File: src/rtl/l2_arbiter_pkg.sv
// Shared LC-3b memory-hierarchy types used by the L2 arbiter.
//   lc3b_word      : 16-bit byte address
//   lc3b_line      : 128-bit cache line
//   lc3b_arb_state : arbiter FSM state, encoded with the ST_* constants
package l2_arbiter_pkg;

  typedef logic [15:0]  lc3b_word;
  typedef logic [127:0] lc3b_line;

  localparam logic [1:0] ST_IDLE    = 2'd0;
  localparam logic [1:0] ST_SERVE_I = 2'd1;
  localparam logic [1:0] ST_SERVE_D = 2'd2;
  localparam logic [1:0] ST_RECOVER = 2'd3;

  typedef enum logic [1:0] {
    IDLE    = ST_IDLE,
    SERVE_I = ST_SERVE_I,
    SERVE_D = ST_SERVE_D,
    RECOVER = ST_RECOVER
  } lc3b_arb_state;

  // Clear the byte offset so the L2 always sees a line-aligned address.
  function automatic lc3b_word line_align(input lc3b_word addr);
    return {addr[15:4], 4'h0};
  endfunction

endpackage

File: src/rtl/l2_arbiter.sv
// Two-port arbiter sharing the single L2 port between the L1 I-cache and the
// L1 D-cache. One 128-bit line transaction is in flight at a time.
//
// Ports:
//   clk, reset                   clock, synchronous active-high reset
//   icache_read/address          I-cache fill request (held until icache_resp)
//   icache_rdata/resp            fill line and one-cycle completion pulse
//   dcache_read/write/address    D-cache fill or writeback request
//   dcache_wdata                 writeback line
//   dcache_rdata/resp            fill line and one-cycle completion pulse
//   l2_read/write/address/wdata  request to the L2 (registered/state-decoded)
//   l2_rdata/resp                L2 read line and completion pulse
//   state_dbg                    current FSM state, for observation
//
// Handshake: an L1 raises read/write and holds it, with its address/data,
// until its resp pulse. The arbiter samples requests only in IDLE; the winner's
// request is latched and held on the L2 port until l2_resp. RECOVER swallows
// the cycle after resp in which the L1 may still hold its request high.
module l2_arbiter
  import l2_arbiter_pkg::*;
#(
  parameter int unsigned DCACHE_FIRST = 0
) (
  input  logic          clk,
  input  logic          reset,
  input  logic          icache_read,
  input  lc3b_word      icache_address,
  output lc3b_line      icache_rdata,
  output logic          icache_resp,
  input  logic          dcache_read,
  input  logic          dcache_write,
  input  lc3b_word      dcache_address,
  input  lc3b_line      dcache_wdata,
  output lc3b_line      dcache_rdata,
  output logic          dcache_resp,
  output logic          l2_read,
  output logic          l2_write,
  output lc3b_word      l2_address,
  output lc3b_line      l2_wdata,
  input  lc3b_line      l2_rdata,
  input  logic          l2_resp,
  output lc3b_arb_state state_dbg
);

  lc3b_arb_state state;
  logic          last_d;    // 1 when the most recent grant went to the D-cache
  logic          op_write;  // latched operation of the current transaction
  lc3b_word      addr_q;
  lc3b_line      wdata_q;

  logic i_req;
  logic d_req;
  logic d_wins;
  logic serving;

  assign i_req = icache_read;
  assign d_req = dcache_read | dcache_write;

  // On a tie, round-robin favours whoever did not win last time.
  always_comb begin
    d_wins = 1'b0;
    if (d_req && !i_req) begin
      d_wins = 1'b1;
    end else if (d_req && i_req) begin
      d_wins = (DCACHE_FIRST != 0) ? 1'b1 : !last_d;
    end
  end

  always_ff @(posedge clk) begin
    if (reset) begin
      state    <= IDLE;
      last_d   <= 1'b0;
      op_write <= 1'b0;
      addr_q   <= '0;
      wdata_q  <= '0;
    end else begin
      case (state)
        IDLE: begin
          if (i_req || d_req) begin
            state    <= d_wins ? SERVE_D : SERVE_I;
            last_d   <= d_wins;
            // Write beats read if the D-cache illegally raises both.
            op_write <= d_wins & dcache_write;
            addr_q   <= line_align(d_wins ? dcache_address : icache_address);
            wdata_q  <= dcache_wdata;
          end
        end
        SERVE_I, SERVE_D: begin
          if (l2_resp) state <= RECOVER;
        end
        RECOVER: state <= IDLE;
        default: state <= IDLE;
      endcase
    end
  end

  // L2 request outputs depend only on state and latch registers.
  assign serving    = (state == SERVE_I) || (state == SERVE_D);
  assign l2_read    = serving & ~op_write;
  assign l2_write   = serving & op_write;
  assign l2_address = addr_q;
  assign l2_wdata   = wdata_q;

  assign icache_resp  = (state == SERVE_I) & l2_resp;
  assign dcache_resp  = (state == SERVE_D) & l2_resp;
  assign icache_rdata = l2_rdata;
  assign dcache_rdata = l2_rdata;

  assign state_dbg = state;

endmodule

File: config.mk
export PLATFORM = sky130hd
export DESIGN_NAME = l2_arbiter
export DESIGN_NICKNAME = d
export VERILOG_FILES = /design/src/rtl/l2_arbiter_pkg.sv /design/src/rtl/l2_arbiter.sv
export SDC_FILE = /design/constraint.sdc
export NUM_CORES = 1
export LEC_CHECK = 0
export ABC_AREA = 1
export CORE_AREA = 2 2 269 271
export DETAILED_ROUTE_END_ITERATION = 8
export DIE_AREA = 0 0 271 273
export DONT_BUFFER_PORTS = 1
export GPL_TIMING_DRIVEN = 0
export PLACE_DENSITY = 0.3
export SYNTH_ARGS = -nofsm -noshare
export SYNTH_HDL_FRONTEND = slang
export SYNTH_SLANG_ARGS = --single-unit
File: constraint.sdc
create_clock -name clk -period 1.4 [get_ports clk]
set_input_delay 0.28 -clock clk [delete_from_list [all_inputs] [get_ports clk]]
set_output_delay 0.28 -clock clk [all_outputs]
set_load 0.02 [all_outputs]
==> metrics.md <==
| Metric | Value |
|---|---|
| Setup WS post-layout | -0.453 ns |
| WHS Path Cells | 4 |
| Period minus WS final | 1.85 ns |
| RR Startpoint | state_dbg[0]$_SDFFE_PP0P_ |
| Outcome | finished with violations |
| RSZ-0062 raised after global routing | yes |
| Synthesized flop and latch total | 144 |
| H-tree Lvls | 4 |
| Worst skew pair latency | 0.47 ns |
| CTS Buffer Depth | 2 |
| Synth cell types | 21 |
| CP endpoint kind | output pin |
| Floorplan row count | 98 |
| Synth Area per Inst | 7.36 um^2 |
| Share of the core filled with cells | 0.177 |
| Fin crit share | 1.32 |
| DRT iter0 DRCs | 287 |
| FF-to-FF path depth | 10 |
| Critical Path RT | 1.12 ns |
| Detailed Route WL | 34900 um |
| Pre-antenna DRT Iters | 4 |
| Number of global-route vias before repair | 6388 |
| Die Ht | 273 um |
| Vias/cell | 3.13 |
| Setup Viol. Count Final | 148 |
| CTS Root Cell | clkbuf_16 |
| Cts bufs inserted | 17 |
| WL/cell | 16.1 um |
| Power density over the cells | 2060 nW/um^2 |
| Chip Width | 271 um |
| Reg clk slew, reported paths | 0.07 ns |
| IO Count | 700 |
| Reg2reg setup slack | -0.36 ns |
| Core area | 71000 um^2 |
| Final GP Congestion | 0.841 |
| Synth Instances | 993 |
| Yosys warning total | 0 |
| Setup CP Type | reg -> out |
| Worst Tran Pin Value | 1.01 ns |
| Crit-path slowest cell | dfxtp_4 |
| Post-synth top area cell | dfxtp_1 |
| Pleak | 0.00532 uW |
| Hold Crit Start | dcache_address[11] |
| Delay-heaviest family, CP | flip-flops |
| Post-route DRC | 0 |
| GRT overflow | 0 |
| Max Cap Viol | 0 |
| Hold WC Path Type | in -> reg |
| Global-route wire length before repair | 43000 um |
| Part of the Yosys area used for sequential elements | 0.395 |
| Cell Area, Placed | 8530 um^2 |
| Post-DP HPWL | 25800 um |
| Slew Limit Fails | 0 |
| Failing checks | negative setup slack |
| Pin count of the biggest net entering global routing | 17 |
| Final Hold Fails | 0 |
| Slew HR | 0.326 |
| Top-area cell type share of the netlist area | 0.395 |
| Nature of the critical path startpoint | flop |
| Global-route usage over all layers | 0.0813 |
| Share of cells above drive strength 1 | 0.438 |
| Peak supply drop | 0.000852 V |
| Crit path max fanout | 3 |
| Initial Util | 0.103 |
| Synth top area cells | dfxtp_1 (39%), buf_4 (27%), nor2_1 (15%) |
| Max Clk Rate | 540 MHz |
| CP cell instances | clkinvlp_4 > ha_4 > inv_4 > nor2_4 |
| Clock Skews | 0.0117 ns |
| Hold worst-path end | l2_address[11]$_SDFFE_PP0P_ |
| Initial antenna violation count | 1 |
| Port Buffers | 0 |
| CTS sink count | 144 |
| CP max stage delay | 0.43 ns |
| Final nets | 1502 |
| Syn-to-layout area delta | 71.8% |
| Cell Area, Synth | 7310 um^2 |
| CTS tree | done |
| WHS | 0.0640 ns |
| Die footprint | 74000 um^2 |
| Final ANT Viol Nets | 0 |
| CP arrival | 1.57 ns |
| Via count | 6789 |
| Worst path bufs/invs | 2 |
| Worst r2r dst | l2_wdata[76]$_SDFFE_PP0P_ |
| Fin area | 12500 um^2 |
| FILL cells | 8033 |
[power breakdown]
part | total, uW | switching [uW] | internal [uW]
Sequential | 9230 | 3520 | 5700
Combinational | 11900 | 5890 | 6040
Clock | 4650 | 2100 | 2540
Total | 25800 | 11500 | 14300
[state kept, by name (all words and copies together) (netlist names)]
| signal | count |
|---|---|
| l2_address | 12 |
| op_write | 1 |
| l2_wdata | 128 |
| last_d | 1 |
| state_dbg | 2 |
[cells by family after synthesis]
group                    synth area share
AO/OA/AOI/OAI                      0.0916
AND/OR/NAND/NOR                     0.192
buffers and inverters               0.315
other                            0.000513
adder cells (fa/ha/maj)           0.00685
flip-flops                          0.395
[synth_stat cells (all sizes together)]
cell / instances
conb: 1
dfxtp: 144
nand2: 65
nand4: 1
ha: 4
nand3: 3
clkbuf: 22
nor2: 298
or2: 2
buf: 285
o21ai: 129
inv: 35
a21oi: 4
[worst max-delay path by stage]
stage | from | end | slack, ns | cells after the start
after floorplan | state_dbg[0]$_SDFFE_PP0P_ | l2_wdata[100]$_SDFFE_PP0P_ | 0.004 | 8
after global placement | reset | l2_wdata[41]$_SDFFE_PP0P_ | -0.83 | 5
after detailed placement | reset | l2_wdata[41]$_SDFFE_PP0P_ | -0.87 | 5
after CTS | state_dbg[0]$_SDFFE_PP0P_ | l2_read | -0.54 | 4
after global routing | state_dbg[1]$_SDFFE_PP0P_ | l2_read | -0.56 | 4
final | state_dbg[0]$_SDFFE_PP0P_ | l2_read | -0.45 | 4
[area by class of cell]
type / count / area (um^2) / area share
buffer: 304 / 2470 / 0.197
tap: 950 / 1190 / 0.0947
clock buffer: 19 / 454 / 0.0362
clock inverter: 12 / 110 / 0.00877
inverter: 35 / 144 / 0.0115
antenna: 4 / 10.0 / 0.000798
sequential: 144 / 2890 / 0.231
multi-input combinational: 510 / 2910 / 0.232
timing repair buffer: 192 / 2370 / 0.189
[tightest hold or removal path: cells and delay by family]
kind / cells / cell delay, ns
buf+inv: 1 / 0.04
simple gates: 3 / 0.16
[stage by stage]
stage	worst slack (ns)	power, uW	setup TNS (ns)	std cells
after global placement	-0.828	15300	-90.39	1946
after floorplan	0.00396	12900	0	996
after detailed placement	-0.875	15300	-93.55	1946
after global routing	-0.564	27600	-56.06	2167
after CTS	-0.542	21200	-51.58	2125
final	-0.453	25800	-41.59	2170
[placed cells by master, fill, tap and decap left out, types with 3 or more instances in the layout]
cell,count
buf_4,267
nor2_1,231
dlygate4sd3_1,144
dfxtp_1,140
o21ai_2,52
o21ai_1,50
nand2_1,47
nor2_4,38
clkbuf_16,38
nor2_2,29
inv_1,27
buf_12,26
o21ai_0,20
clkbuf_1,13
buf_8,11
buf_6,10
nand2_4,9
nand2_2,8
o21ai_4,7
diode_2,4
inv_2,4
conb_1,4
clkinv_4,4
clkinv_2,4
clkinvlp_4,3
buf_2,3
nand3_1,3
a21oi_1,3
[what timing repair did]
item | in CTS | in global routing
setup endpoints to repair | 150 | 148
cloned | 1 | 20
hold buffers | 144 | 0
gates resized for setup | 63 | 341
pin swaps | 4 | 112
setup buffers | 3 | 26
hold endpoints to repair | 141 | 0
[layer usage]
layer	part of all wire	GRT usage	up-vias	routed length, um
met5	0	0	-	0
met4	0.021	0.0375	0	750
met3	0.081	0.0337	30	2840
met2	0.52	0.143	336	18200
met1	0.38	0.0842	3172	13100
li1	-	-	3251	-
Power figures use the tool's default switching activity.
